### config.mk
export PLATFORM = sky130hd
export DESIGN_NAME = stall_ctrl
export DESIGN_NICKNAME = d
export VERILOG_FILES = /design/src/rtl/stall_ctrl.sv
export SDC_FILE = /design/constraint.sdc
export NUM_CORES = 1
export LEC_CHECK = 0
export BUFFER_PORTS_ARGS = -buffer_cell sky130_fd_sc_hd__buf_4
export CAP_MARGIN = 25
export CELL_PAD_IN_SITES_DETAIL_PLACEMENT = 1
export CELL_PAD_IN_SITES_GLOBAL_PLACEMENT = 1
export CORE_ASPECT_RATIO = 1.1
export CORE_UTILIZATION = 30
export CTS_BUF_LIST = sky130_fd_sc_hd__clkbuf_8
export DETAILED_ROUTE_END_ITERATION = 10
export PLACE_DENSITY = 0.78
export RECOVER_POWER = 50
export SETUP_SLACK_MARGIN = 0.02
export SKIP_LAST_GASP = 1
export SYNTH_ARGS = -nofsm -noshare
export SYNTH_HDL_FRONTEND = slang
export SYNTH_SLANG_ARGS = --single-unit
### constraint.sdc
create_clock -name clk -period 2.85 [get_ports clk]
set_clock_uncertainty 0.1 [all_clocks]
set_input_delay 0.1425 -clock clk [delete_from_list [all_inputs] [get_ports clk]]
set_output_delay 0.1425 -clock clk [all_outputs]
set_load 0.05 [all_outputs]
### src/rtl/stall_ctrl.sv
// stall_ctrl: hazard/stall controller for the five-stage pipeline.
// Detects RAW hazards that forwarding cannot cover, tracks the mult/div
// busy window, and drives PC/IF-ID enables and the ID/EX bubble clear.
module stall_ctrl #(
    parameter int unsigned MULT_LAT = 5,
    parameter int unsigned DIV_LAT  = 10,
    parameter int unsigned CNT_W    = 4
) (
    input  logic        clk,
    input  logic        reset,
    input  logic [4:0]  rsD,
    input  logic [4:0]  rtD,
    input  logic [1:0]  TuseRsD,
    input  logic [1:0]  TuseRtD,
    input  logic [4:0]  A3E,
    input  logic [1:0]  TnewE,
    input  logic [4:0]  A3M,
    input  logic [1:0]  TnewM,
    input  logic        mdUseD,
    input  logic        mdStartE,
    input  logic        mdIsDivE,
    output logic        PC_en,
    output logic        IFID_en,
    output logic        IDEX_clr,
    output logic        md_busy,
    output logic [31:0] stall_cycles
);

    localparam int unsigned SC_W = 32;

    // Busy-window state is implied by the counter value
    localparam logic [0:0] ST_IDLE = 1'b0;
    localparam logic [0:0] ST_BUSY = 1'b1;

    logic [CNT_W-1:0] cnt_q;
    logic [CNT_W-1:0] cnt_d;
    logic [SC_W-1:0]  stall_cycles_q;
    logic [SC_W-1:0]  stall_cycles_d;
    logic [0:0]       state;
    logic             rs_haz;
    logic             rt_haz;
    logic             md_haz;
    logic             stall;

    assign state        = (cnt_q != '0) ? ST_BUSY : ST_IDLE;
    assign md_busy      = (state == ST_BUSY);
    assign stall_cycles = stall_cycles_q;

    // Hazard detection; $0 never matches and Tuse==3 means operand unused
    always_comb begin
        rs_haz = (TuseRsD != 2'd3) && (rsD != 5'd0) &&
                 (((rsD == A3E) && (TnewE > TuseRsD)) ||
                  ((rsD == A3M) && (TnewM > TuseRsD)));
        rt_haz = (TuseRtD != 2'd3) && (rtD != 5'd0) &&
                 (((rtD == A3E) && (TnewE > TuseRtD)) ||
                  ((rtD == A3M) && (TnewM > TuseRtD)));
        md_haz = mdUseD && (md_busy || mdStartE);
        // Reset forces the pipeline to run freely
        stall    = reset && (rs_haz || rt_haz || md_haz);
        PC_en    = ~stall;
        IFID_en  = ~stall;
        IDEX_clr = stall;
    end

    // Next-state: load on issue when idle, count down when busy
    always_comb begin
        cnt_d          = cnt_q;
        stall_cycles_d = stall_cycles_q;
        case (state)
            ST_IDLE: begin
                if (mdStartE) begin
                    cnt_d = mdIsDivE ? CNT_W'(DIV_LAT) : CNT_W'(MULT_LAT);
                end
            end
            ST_BUSY: begin
                // A start while busy is illegal and deliberately ignored
                cnt_d = cnt_q - CNT_W'(1);
            end
            default: cnt_d = '0;
        endcase
        if (stall && (stall_cycles_q != {SC_W{1'b1}})) begin
            stall_cycles_d = stall_cycles_q + SC_W'(1);
        end
    end

    // State registers with synchronous active-low reset
    always_ff @(posedge clk) begin
        if (!reset) begin
            cnt_q          <= '0;
            stall_cycles_q <= '0;
        end else begin
            cnt_q          <= cnt_d;
            stall_cycles_q <= stall_cycles_d;
        end
    end

endmodule

## Word level (Yosys, flattened, before mapping)

Cells that the tools add are included.

- Bitwise logic cells: 2
- Add/sub/neg operators: 2
- Equal/unequal tests: 8
- Reductions and logical operators: 19
- Muxes and demuxes: 4
- $lt $le $gt $ge: 4

Operators by type and width:

| operator | count |
|---|---|
| adder 32 x 1 -> 32 bit, second input constant | 1 |
| inequality test 32 bit, second input constant | 1 |
| == test 5 bit | 4 |
| logical AND 1 bit | 11 |
| nonzero test 5 bit | 2 |
| greater-than comparator 2 bit | 4 |
| 2-to-1 mux 4 bit | 2 |
| case mux 4 bit (2 select lines) | 1 |
| inequality test 2 bit, second input constant | 3 |
| logical OR 1 bit | 5 |
| nonzero test 4 bit | 1 |
| subtractor 4 x 1 -> 4 bit, second input constant | 1 |
| inverter 1 bit | 2 |
| 2-to-1 mux 1 bit | 1 |

- Bits of input ports: 33
- Word-level logic and storage cells: 41
- Register bits after elaboration: 36
- Output and inout bits: 36

## Logic depth before layout (Yosys ltp)

- Depth in word-level cells: 8
- Mapped depth: 12
- Depth with buffers taken out: 9

## Least setup slack after synthesis

No wires, ideal clock.

- Path type: register to output
- Start point: register cnt_q[0]
- End point: output IDEX_clr
- Setup slack: 0.037 ns
- Cell stages (with the launch flop): 11
- Required time: 2.608 ns
- Path buffers: 2
- Arrival: 2.570 ns
- Path through: dfxtp_1 -> inv_1 -> ha_1 -> and2_1 -> inv_1 -> o21ai_0 -> and3_1 -> buf_6 -> buf_2 -> nand2b_1 -> inv_1

- Word-level cells in the longest chain between the ends: 6

Ends and longest elaborated chain:

| element | RTL line | RTL |
|---|---|---|
| from (decl) | 35 | `logic [CNT_W-1:0] cnt_q;` |
| from (signal assigned) | 92 | `cnt_q <= cnt_d;` |
| nonzero test 4 bit | 45 | `assign state = (cnt_q != '0) ? ST_BUSY : ST_IDLE;` |
| 2-to-1 mux 1 bit | 45 |  |
| via md_busy | 25 | `output logic md_busy,` |
| logical OR 1 bit | 57 | `md_haz = mdUseD && (md_busy \|\| mdStartE);` |
| logical AND 1 bit | 57 |  |
| logical OR 1 bit | 59 | `stall = reset && (rs_haz \|\| rt_haz \|\| md_haz);` |
| logical AND 1 bit | 59 |  |
| to (decl) | 24 | `output logic IDEX_clr,` |

The timed path passes the listed nets, and every way through them passes these cells.

## Worst setup path after layout

- Start point: register cnt_q[0]
- End point: output IDEX_clr

- Word-level cells in the longest chain between the ends: 6

Ends and longest elaborated chain:

| element | RTL line |
|---|---|
| nonzero test 4 bit | 45 |
| 2-to-1 mux 1 bit | 45 |
| logical OR 1 bit | 57 |
| logical AND 1 bit | 57 |
| logical OR 1 bit | 59 |
| logical AND 1 bit | 59 |

Every way passes these cells.

==> impl_results.md <==
* Status: finished clean
* HP Class: in -> reg
* Top-count cell post-synth: dfxtp_1
* CTS tree: yes
* Post-synthesis mux area share at under 10%
* NetSw at approximately 0.0005 W
* Htree depth at 2
* Initial DRC count at roughly 80
* CP endpoint kind: output port
* Fin crit period at 2.601 ns
* VDD IR max at around 0.00017 V
* Maximum clock insertion buffer count at 2
* Worst Path Arrival at 2.36 ns
* Via count at about 2500
* Main combinational cell family by area after synthesis: simple AND/OR/NAND/NOR gates
* Clk sink count at 36
* Ports at ~70
* Final wirelength at ~6900 um
* Worst-Skew Late Latency at between 0.2 and 0.3 ns
* Cell repeated most along the worst path: inv_1
* Least-Margin Pin Slew at just over 0.6 ns
* RSZ-0062 raised after global routing: false
* Clock slew at reported path FFs at about 0.07 ns
* Power share of the combinational group at between 30% and 40%
* Post_cts resized at 0
* XOR/XNOR Fraction of Synth Area at approximately 7.6%
* Post-synth top area cell: dfxtp_1
* Critical path required time at between 2 and 3 ns
* Total Neg Setup Slack at 0 ns
* Largest cells by area after synthesis: dfxtp_1, ha_1, nand2b_1
* Synth cell types at 40
* Register Area at around 720 um^2
* Synth Cell Area at about 2400 um^2
* Hold_buf cts at 0
* Overall Power at ~0.0014 W
* Average cell area after synthesis at ~8.1 um^2
* Ys Warns at 0
* Layout cells sized above 1 at 14.33%
* FF-to-FF End: stall_cycles[17]
* Fraction of power consumed by the clock network at roughly a quarter
* Synth Area in Compound Gates at ~15%
* FMAX at about 380 MHz
* Antenna diode count at 0
* Slew HR at 59.04%
* FILL cells at a little under 1000
* Asr flop ratio synth at 0%
* First-pass GRT wire length at 11500 um
* Reg2reg start: cnt_q[0]
* Critical path launch point type: register
* Sequential area share after synthesis at between 20% and 30%
* Post-Syn Nets at 342
* Vias in the first global route at approximately 2500
* Critical Path Fanout Max at 53
* Cells after Synth at between 200 and 300
* WS Path Type: reg -> out
* Routed wire per std cell at approximately 15 um
* Placed Area at 3013 um^2
* Gr usage total at about 17%
* Post-route ant nets at 0
* Slowest stage cell, crit path: dfxtp_1
* Hold EP: cnt_q[3]
* Worst-path cell chain: inv_1 -> ha_1 -> and2_0 -> inv_1 -> o21ai_0 -> and3_1 -> buf_12 -> nand2b_1 -> inv_1 -> buf_4
* Root buf cell: clkbuf_8
* Internal Power at 0.0009015 W
* Max cap viols at 0
* R2R depth at 9
* PD cells at between 400 and 500 nW/um^2
* Max Slew Vio Count at 0
* P_leak at 1.087 nW
* Final instance area at between 2000 and 3000 um^2
* Final Hold Viols at 0
* HPWL Detailed at around 5400 um
* Post-synthesis adder-cell area fraction at between 5 and 6%
* Hold Crit Start: mdStartE
* Post-synth EDFFs at 0
* Synth-to-layout area growth at 23.72%
* Hold Crit Depth at 3
* Post-CTS setup buffers at 0
* Final Non-Filler Cells at 468
* Placed Instances at 460
* Placeable Area at 7597 um^2
* Number of vias per cell at ~5.3
* Post-synth top area share at approximately 30%
* Area of the multi-input gates at around 1600 um^2
* Port Buf Inserts at between 60 and 70
* Die X at about 90 um
* Rows at 33
* Top FF cell, synth: dfxtp_1
* DIE HEIGHT at ~96 um
* CTS buffer count at 5
* Layout net count at around 400
* Tcrit/Tclk final at between 90% and 100%
* Die area at approximately 8400 um^2
* FF+latch count, synth at 36
* Switching share of power at 36.34%
* Residual DRC at 0
* Initial antenna violation count at 0
* Initial Util at 31.74%
* Pre-antenna DRT Iters at 4
* Final setup fails at 0
* Reg-to-reg slack, setup at around 0.43 ns
* Simple-Gate Fraction of Synth Area at 31.29%
* Largest net degree at the start of global routing at 54
* GP Congestion at approximately 0.84
* Synth top cells by count: dfxtp_1, nand2_1, nand2b_1
* GRT overflow at 0
* Slowest stage delay, CP at 0.35 ns
* Reg power frac at roughly 40%
[critical path, delay by kind of cell, from the launching register on]
family          cells  cell delay, ns
compound gates      1            0.19
fa+ha+maj           1            0.18
buf+inv             5            0.68
flops               1            0.35
simple gates        3            0.64
[per-stage QoR]
stage / setup WS, ns / hold WS (ns) / utilization [%]
4_1_cts: 0.2718 / 0.05569 / 40.84
3_5_place_dp: 0.3181 / 0.3610 / 39.66
2_1_floorplan: 0.03715 / 0.1936 / -
6_report: 0.2491 / 0.05944 / 39.26
5_1_grt: 0.07677 / 0.07357 / 39.26
3_3_place_gp: 0.4522 / 0.3557 / 39.66
[logic make-up after synthesis]
group	count (synthesis)
AO/OA/AOI/OAI	58
adder cells (fa/ha/maj)	11
flip-flops	36
buffers and inverters	29
multiplexers	11
XOR/XNOR	21
AND/OR/NAND/NOR	132
[routing by layer]
metal	share of wire, %	vias to the layer above	track usage (%)
met5	0	-	0
met4	2.2	0	5.874
met3	4.6	13	3.345
met2	50	70	32.49
met1	43	1184	19.29
li1	-	1220	-
[how the worst max path moves through the flow]
stage	from	end	slack, ns	depth (start not counted)
after global routing	cnt_q[0]	IDEX_clr	0.08	10
after CTS	cnt_q[0]	IDEX_clr	0.27	10
after global placement	TuseRtD[1]	stall_cycles[14]	0.45	11
final	cnt_q[0]	IDEX_clr	0.25	10
after detailed placement	TuseRsD[1]	stall_cycles[17]	0.32	11
after floorplan	cnt_q[0]	IDEX_clr	0.04	10
[layout make-up]
type	count	share of cell area, %
Clock buffer	6	2.768
Clock inverter	2	0.2517
Inverter	14	1.762
Multi-Input combinational cell	233	52.14
Sequential cell	36	24.16
Tap cell	105	4.404
Timing Repair Buffer	72	14.51
[registers in the layout, summed over array words and instances, names as in the netlist]
register      cells
cnt_q             4
stall_cycles     32
[power groups by stage]
stage / sequential (W) / combinational (W) / clock, W
global route: 0.000575 / 0.000524 / 0.000406
detailed placement: 0.000581 / 0.000489 / 0
floorplan: 0.000597 / 0.000326 / 0
global placement: 0.000577 / 0.000467 / 0
finish: 0.000570 / 0.000477 / 0.000369
CTS: 0.000570 / 0.000490 / 0.000382
[cell usage in the layout, fill, tap and decap left out, drive strengths merged, types with 3 or more instances in the layout]
cell type	n
mux2i	11
and2	3
o31ai	15
nand2b	20
ha	11
inv	16
or3	8
clkbuf	38
xnor2	12
or4	7
nand3	11
nand4	19
xor2	9
nand2	27
o21ai	11
nor2	11
and3	8
nor3	8
buf	40
dfxtp	36
a21oi	18
o211ai	9
nor4	6
Note: power is estimated with default switching activity, not from simulation.
